`src/rtl/alu_exec_unit.sv`:
```
// Execute-stage ALU for the single-cycle MIPS datapath: ALU control decode, 32-bit ALU,
// registered result/zero/overflow/branch_taken. Define ALU_EXT_OPS_EN to add xor/sltu.
module alu_exec_unit (
  input  logic        clk,
  input  logic        rst,
  input  logic [1:0]  alu_op,
  input  logic [5:0]  funct,
  input  logic [31:0] a,
  input  logic [31:0] b,
  input  logic        branch,
  output logic [3:0]  alu_ctrl,
  output logic [31:0] result,
  output logic        zero,
  output logic        overflow,
  output logic        branch_taken
);

  localparam logic [3:0] OP_AND  = 4'b0000;
  localparam logic [3:0] OP_OR   = 4'b0001;
  localparam logic [3:0] OP_ADD  = 4'b0010;
  localparam logic [3:0] OP_XOR  = 4'b0011;
  localparam logic [3:0] OP_SUB  = 4'b0110;
  localparam logic [3:0] OP_SLT  = 4'b0111;
  localparam logic [3:0] OP_SLTU = 4'b1000;
  localparam logic [3:0] OP_NOR  = 4'b1100;
  localparam logic [3:0] OP_INV  = 4'b1111;

  logic [31:0] res_d, res_q;
  logic [31:0] sum, diff;
  logic        ovf_d, ovf_q;
  logic        zero_d, zero_q;
  logic        bt_d, bt_q;

  always_comb begin
    alu_ctrl = OP_INV;
    case (alu_op)
      2'b00, 2'b11: alu_ctrl = OP_ADD;
      2'b01:        alu_ctrl = OP_SUB;
      default: begin
        case (funct)
          6'b100000: alu_ctrl = OP_ADD;
          6'b100010: alu_ctrl = OP_SUB;
          6'b100100: alu_ctrl = OP_AND;
          6'b100101: alu_ctrl = OP_OR;
          6'b101010: alu_ctrl = OP_SLT;
          6'b100111: alu_ctrl = OP_NOR;
`ifdef ALU_EXT_OPS_EN
          6'b100110: alu_ctrl = OP_XOR;
          6'b101011: alu_ctrl = OP_SLTU;
`endif
          default:   alu_ctrl = OP_INV;
        endcase
      end
    endcase
  end

  assign sum  = a + b;
  assign diff = a - b;

  // Unlisted ctrl codes (including the extended ones when disabled) fall to result 0.
  always_comb begin
    res_d = '0;
    ovf_d = 1'b0;
    case (alu_ctrl)
      OP_AND: res_d = a & b;
      OP_OR:  res_d = a | b;
      OP_ADD: begin
        res_d = sum;
        ovf_d = (a[31] == b[31]) && (sum[31] != a[31]);
      end
      OP_SUB: begin
        res_d = diff;
        ovf_d = (a[31] != b[31]) && (diff[31] != a[31]);
      end
      OP_SLT: res_d = {31'b0, ($signed(a) < $signed(b))};
      OP_NOR: res_d = ~(a | b);
`ifdef ALU_EXT_OPS_EN
      OP_XOR:  res_d = a ^ b;
      OP_SLTU: res_d = {31'b0, (a < b)};
`endif
      default: res_d = '0;
    endcase
  end

  assign zero_d = (res_d == '0);
  assign bt_d   = branch & zero_d;

  always_ff @(posedge clk or negedge rst) begin
    if (!rst) begin
      res_q  <= '0;
      zero_q <= 1'b0;
      ovf_q  <= 1'b0;
      bt_q   <= 1'b0;
    end else begin
      res_q  <= res_d;
      zero_q <= zero_d;
      ovf_q  <= ovf_d;
      bt_q   <= bt_d;
    end
  end

  assign result       = res_q;
  assign zero         = zero_q;
  assign overflow     = ovf_q;
  assign branch_taken = bt_q;

endmodule

```
`config.mk`:
```
export PLATFORM = sky130hd
export DESIGN_NAME = alu_exec_unit
export DESIGN_NICKNAME = d
export VERILOG_FILES = /design/src/rtl/alu_exec_unit.sv
export SDC_FILE = /design/constraint.sdc
export NUM_CORES = 1
export LEC_CHECK = 0
export BUFFER_PORTS_ARGS = -buffer_cell sky130_fd_sc_hd__buf_4
export CAP_MARGIN = 20
export CORE_MARGIN = 10
export CORE_UTILIZATION = 58
export DETAILED_ROUTE_END_ITERATION = 8
export GPL_ROUTABILITY_DRIVEN = 1
export PLACE_DENSITY = 0.87
export SLEW_MARGIN = 20
export SYNTH_ARGS = -nofsm -noshare
export SYNTH_HDL_FRONTEND = slang
export SYNTH_SLANG_ARGS = --single-unit
```
`constraint.sdc`:
```
create_clock -name clk -period 1.85 [get_ports clk]
set_input_delay 0.185 -clock clk [delete_from_list [all_inputs] [get_ports clk]]
set_output_delay 0.185 -clock clk [all_outputs]
set_load 0.01 [all_outputs]
```
==> summary.md, run 1 <==
| Metric | Value |
|---|---|
| Status | stopped before the end |
| Max clock buf depth | 2 |
| Post-synthesis sequential area ratio | 12.6% |
| Row cnt | 39 |
| CTS Hold Buffers Added | 1 |
| Yosys reg bits | 35 |
| Yosys Warn Count | 0 |
| PostCTS Resize Cnt | 174 |
| Die Y | about 130 um |
| Placed wire-length estimate | 29.5 mm |
| Clock sinks | 35 |
| Cell Area, Synth | 0.00695 mm2 |
| Syn_nets | 1119 |
| GP Congestion | 1.09 |
| Boundary Pins | 114 |
| EDFF count, synth | 0 |
| Mapped Cells | 938 |
| H-tree levels | 2 |
| Post-synth top area share | about a fifth |
| Clk root buf | clkbuf_16 |
| Pre-CTS setup slack | -2050 ps |
| Err | [ERROR DPL-0038] Utilization greater than 100%, impossible to legalize |
| Count of cell types in the netlist | 86 |
| TritonCTS Buffers | 5 |
| Top FF cell, synth | dfrtp_1 |
| Post-CTS setup buffers | 38 |
| Chip Width | approximately 130 um |
| Initial Utilization | 60.1% |
| Async SR Flop Fraction | 100% |
| Area contributors post-synth | ha_1 19%, dfrtp_1 13%, a21oi_1 5.4% |
| Syn Area/Cell | 7.41 um2 |
| Dpl cells | 1476 |
| # port buffers | approximately 110 |
| Post-synth top area cell | ha_1 |
| Last step reached | clock tree synthesis (4_1_cts) |
-- cell families after synthesis --
group | share of synthesized area [%]
adders and majority gates | 19.3
and+or+nand+nor | 21.1
muxes | 1.37
xor gates and xnor gates | 4.77
AOI/OAI and AO/OA | 32.6
DFF | 12.6
buffers and inverters | 8.28
-- synth_stat cells (all sizes together), types with 4 or more instances --
cell type  number
or4             6
a221o           4
nand4          14
a211o           5
a211oi          6
o311ai          6
a221oi         11
o31ai          14
o211ai         13
xnor2          36
nand2          69
o21bai         10
o21ai          43
nor3           20
o221ai         10
a311oi          4
nand2b          6
o21a            7
o31a            8
inv            94
nor2b          14
clkbuf         31
o221a           6
mux2i           5
buf            21
ha            104
and3            9
a21o            8
or3            10
dfrtp          35
and2           10
a31o            4
nor4           22
o22ai          17
a22oi          33
a21oi          76
nor4b           4
nand3          12
a31oi           8
nor2           79
-- stage by stage --
step	hold WS (ps)	utilization, %	cell area (um2)	TNS, ps
after detailed placement	161	92.0	10600	-33210
after global placement	144	92.0	10600	-27640
after floorplan	-111	-	7400	-11820
==> run 2: changes to the inputs <==
--- a/config.mk
+++ b/config.mk
@@ -8,10 +8,10 @@
 export BUFFER_PORTS_ARGS = -buffer_cell sky130_fd_sc_hd__buf_4
 export CAP_MARGIN = 20
 export CORE_MARGIN = 10
-export CORE_UTILIZATION = 58
+export CORE_UTILIZATION = 40
 export DETAILED_ROUTE_END_ITERATION = 8
 export GPL_ROUTABILITY_DRIVEN = 1
-export PLACE_DENSITY = 0.87
+export PLACE_DENSITY_LB_ADDON = 0.15
 export SLEW_MARGIN = 20
 export SYNTH_ARGS = -nofsm -noshare
 export SYNTH_HDL_FRONTEND = slang
==> summary.md, run 2 <==
| Metric | Value |
|---|---|
| Status | complete, but fails checks |
| Failing checks | negative setup slack |
| Setup violators final | 30 |
| Final Hold Fails | 0 |
| Fin nets | 1603 |
| Minimum clock period | 3250 ps |
| Pwr dens | roughly 500 mW/mm2 |
| Setup Crit Path Kind | in -> reg |
| Initial Utilization | between 40% and 50% |
| Routed vias | ~9400 |
| Clock sinks | 35 |
| DRC Markers | 0 |
| Max reg flops | 32 |
| # port buffers | 113 |
| CP required | 2040 ps |
| Most frequent cell after synthesis | ha_1 |
| Cell Area, Synth | around 0.0070 mm2 |
| Area contributors post-synth | ha_1 19%, dfrtp_1 13%, a21oi_1 5.4% |
| Hold path depth | 3 |
| Final critical-path setup slack | -1400 ps |
| Top FF cell, synth | dfrtp_1 |
| Leakage | 5.90 nW |
| Placed wire-length estimate | 26.1 mm |
| Largest net degree at the start of global routing | 36 |
| Avg WL per Cell | 19.8 um |
| TritonCTS Buffers | 5 |
| Area delta synth->final | 82.5% |
| Global-route wire length before repair | between 40 and 50 mm |
| Register area | approximately 900 um2 |
| Max clock buf depth | 2 |
| GRT overflow | 0 |
| Crit path DAT | 3440 ps |
| Routed wire length | 32.6 mm |
| ANT cells | 0 |
| Chip Width | 152 um |
| Initial DRC count | a little over 700 |
| Post-synthesis sequential area ratio | 12.6% |
| Initial antenna violation count | 0 |
| VDD IR-drop max | 0.412 mV |
| CP Launch Type | input port |
| Boundary Pins | between 100 and 150 |
| Slew Viols, Final | 0 |
| Placed Area | 0.0111 mm2 |
| Die Y | ~150 um |
| Async SR Flop Fraction | 100% |
| MaxCap Viol Count | 0 |
| Core Area | 0.0172 mm2 |
| CTS tree | built |
| Post-synth top area share | a little under a fifth |
| Hold Path Class | in -> reg |
| ANT nets after route | 0 |
| GP Congestion | 0.982 |
| Vias in the first global route | 9131 |
| HP Start | branch |
| Clk root buf | clkbuf_16 |
| Syn_nets | 1119 |
| Mapped Cells | 938 |
| Worst-Margin Slew | between 600 and 700 ps |
| Drt via density | 5.67 |
| Yosys reg bits | 35 |
| Die ar. | about 0.023 mm2 |
| Crit path max fanout | 5 |
| Overall Global Routing Usage | 25.3% |
| EDFF count, synth | 0 |
| RSZ-0062 raised after global routing | true |
| Clock Pin Slew Worst Setup and Hold Paths | 50 ps |
| Synth cell count leaders | 104 x ha_1, 91 x inv_1, 78 x nor2_1 |
| Multi-input logic area | ~0.0067 mm2 |
| Final Cycle Share | 176% |
| Row cnt | 48 |
| Initial DRT Pass Iterations | 5 |
| Worst rel slew slack | 54.4% |
| # fillers | approximately 1300 |
| Yosys Warn Count | 0 |
| Syn Area/Cell | 7.41 um2 |
| Commonest non-fill, non-tap cell in the layout | buf_4 |
| Post-synth top area cell | ha_1 |
| H-tree levels | 2 |
| Layout cells sized above 1 | roughly 52% |
| Worst setup EP type | register |
| Worst hold slack | 177 ps |
| Hold EP | branch_taken |
| Final Cell Area | 0.0127 mm2 |
| Most frequent cells in the layout | 480 x buf_4, 80 x ha_1, 71 x nor2_1, 70 x inv_1, 63 x nand2_1 |
| Count of cell types in the netlist | 86 |
| Fmax | just over 0.3 GHz |
==> run 2: cell families after synthesis <==
group                      Yosys count  synth area share [%]
xor gates and xnor gates            37                  4.77
adders and majority gates          106                  19.3
DFF                                 35                  12.6
buffers and inverters              146                  8.28
and+or+nand+nor                    287                  21.1
muxes                                8                  1.37
AOI/OAI and AO/OA                  319                  32.6
==> run 2: per-layer routing <==
| layer | track usage, % | wire length [um] | part of all wire (%) |
|---|---|---|---|
| met1 | 33.4 | 14200 | 44 |
| met2 | 40.7 | 15100 | 46 |
| met3 | 4.57 | 2360 | 7.3 |
| met4 | 8.30 | 909 | 2.8 |
| met5 | 0 | 0 | 0 |
==> run 2: power breakdown <==
group / leakage, nW / total (mW) / internal [mW] / switching [mW]
registers: 0.427 / 0.955 / 0.901 / 0.0542
clock network: 0.0838 / 0.969 / 0.635 / 0.334
logic: 5.39 / 4.41 / 2.24 / 2.18
==> run 2: critical path, stage by stage <==
cell	delay, ps
buf_12	100
inv_12	30
ha_4	150
fa_2	360
o21ba_4	210
or4_4	480
a2111oi_4	380
nor2_2	90
xnor2_2	160
o221ai_2	130
or4_4	550
nor4_2	170
nand4_1	200
nor4_2	240
==> run 2: layout make-up <==
class	count	share of cell area (%)
Multi-Input combinational cell	757	52.7
Timing Repair Buffer	529	33.5
Sequential cell	35	6.90
Clock inverter	3	0.345
Tap cell	225	2.22
Clock buffer	5	0.986
Inverter	94	3.39
==> run 2: timing repair <==
action	CTS	global route
pin swaps	48	68
gates cloned	1	0
gates resized for setup	114	129
hold endpoints to repair	35	0
endpoints found under the setup margin	30	30
hold buffers	1	0
buffers inserted	21	26
==> run 2: per-stage QoR <==
stage	util, %	setup TNS, ps	setup WS [ps]	total power, mW	instances
floorplan	-	-11820	-1270	2.69	938
global placement	64.7	-28360	-1630	4.62	1604
detailed placement	64.7	-29750	-1750	4.66	1604
CTS	69.7	-18200	-1360	5.94	1627
global route	73.9	-21210	-1530	6.65	1648
finish	73.9	-19720	-1400	6.34	1648
==> run 2: worst max path at each step <==
stage | start | to | slack [ps] | cells after the start
2_1_floorplan | a[0] | branch_taken | -1270 | 13
3_3_place_gp | a[0] | branch_taken | -1630 | 14
3_5_place_dp | a[0] | branch_taken | -1750 | 15
4_1_cts | a[0] | zero | -1360 | 15
5_1_grt | a[0] | branch_taken | -1530 | 15
6_report | a[0] | branch_taken | -1400 | 14
Note: power is estimated with default switching activity, not from simulation.
==> run 3: changes to the inputs <==
--- a/config.mk
+++ b/config.mk
@@ -7,11 +7,14 @@
 export LEC_CHECK = 0
 export BUFFER_PORTS_ARGS = -buffer_cell sky130_fd_sc_hd__buf_4
 export CAP_MARGIN = 20
+export CELL_PAD_IN_SITES_DETAIL_PLACEMENT = 2
+export CELL_PAD_IN_SITES_GLOBAL_PLACEMENT = 2
 export CORE_MARGIN = 10
-export CORE_UTILIZATION = 40
+export CORE_UTILIZATION = 34
 export DETAILED_ROUTE_END_ITERATION = 8
 export GPL_ROUTABILITY_DRIVEN = 1
 export PLACE_DENSITY_LB_ADDON = 0.15
+export REMOVE_ABC_BUFFERS = 1
 export SLEW_MARGIN = 20
 export SYNTH_ARGS = -nofsm -noshare
 export SYNTH_HDL_FRONTEND = slang
==> summary.md, run 3 <==
| Metric | Value |
|---|---|
| Async SR Flop Fraction | 100% |
| Chip Width | ~160 um |
| # port buffers | 113 |
| Row cnt | 52 |
| Post-synthesis sequential area ratio | about 13% |
| Mapped Cells | 938 |
| Top FF cell, synth | dfrtp_1 |
| Area contributors post-synth | ha_1 19%, dfrtp_1 13%, a21oi_1 5.4% |
| Err | [ERROR DPL-0033] detailed placement checks failed during check placement. |
| Die Y | approximately 160 um |
| Initial Utilization | between 30% and 40% |
| Syn Area/Cell | between 7 and 8 um2 |
| Boundary Pins | ~110 |
| Yosys reg bits | 35 |
| Synth cell count leaders | 104 x ha_1, 91 x inv_1, 78 x nor2_1 |
| Status | stopped before the end |
| Placed wire-length estimate | 40.5 mm |
| Last step reached | detailed placement (3_5_place_dp) |
| GP Congestion | 0.946 |
| EDFF count, synth | 0 |
| Post-synth top area cell | ha_1 |
| Count of cell types in the netlist | 86 |
| Yosys Warn Count | 0 |
| Most frequent cell after synthesis | ha_1 |
| Cell Area, Synth | 0.00695 mm2 |
| Post-synth top area share | 18.7% |
## run 3: cell counts after synthesis
No cell type changed its count.
## run 3: cell families after synthesis
logic type	after synthesis	share of synthesized area (%)
AOI/OAI and AO/OA	319	32.6
and+or+nand+nor	287	21.1
buffers and inverters	146	8.28
adders and majority gates	106	19.3
xor gates and xnor gates	37	4.77
DFF	35	12.6
muxes	8	1.37
## run 3: per-stage QoR
stage	hold slack, ps	cell area (um2)
floorplan	-111	6730
global placement	170	11000
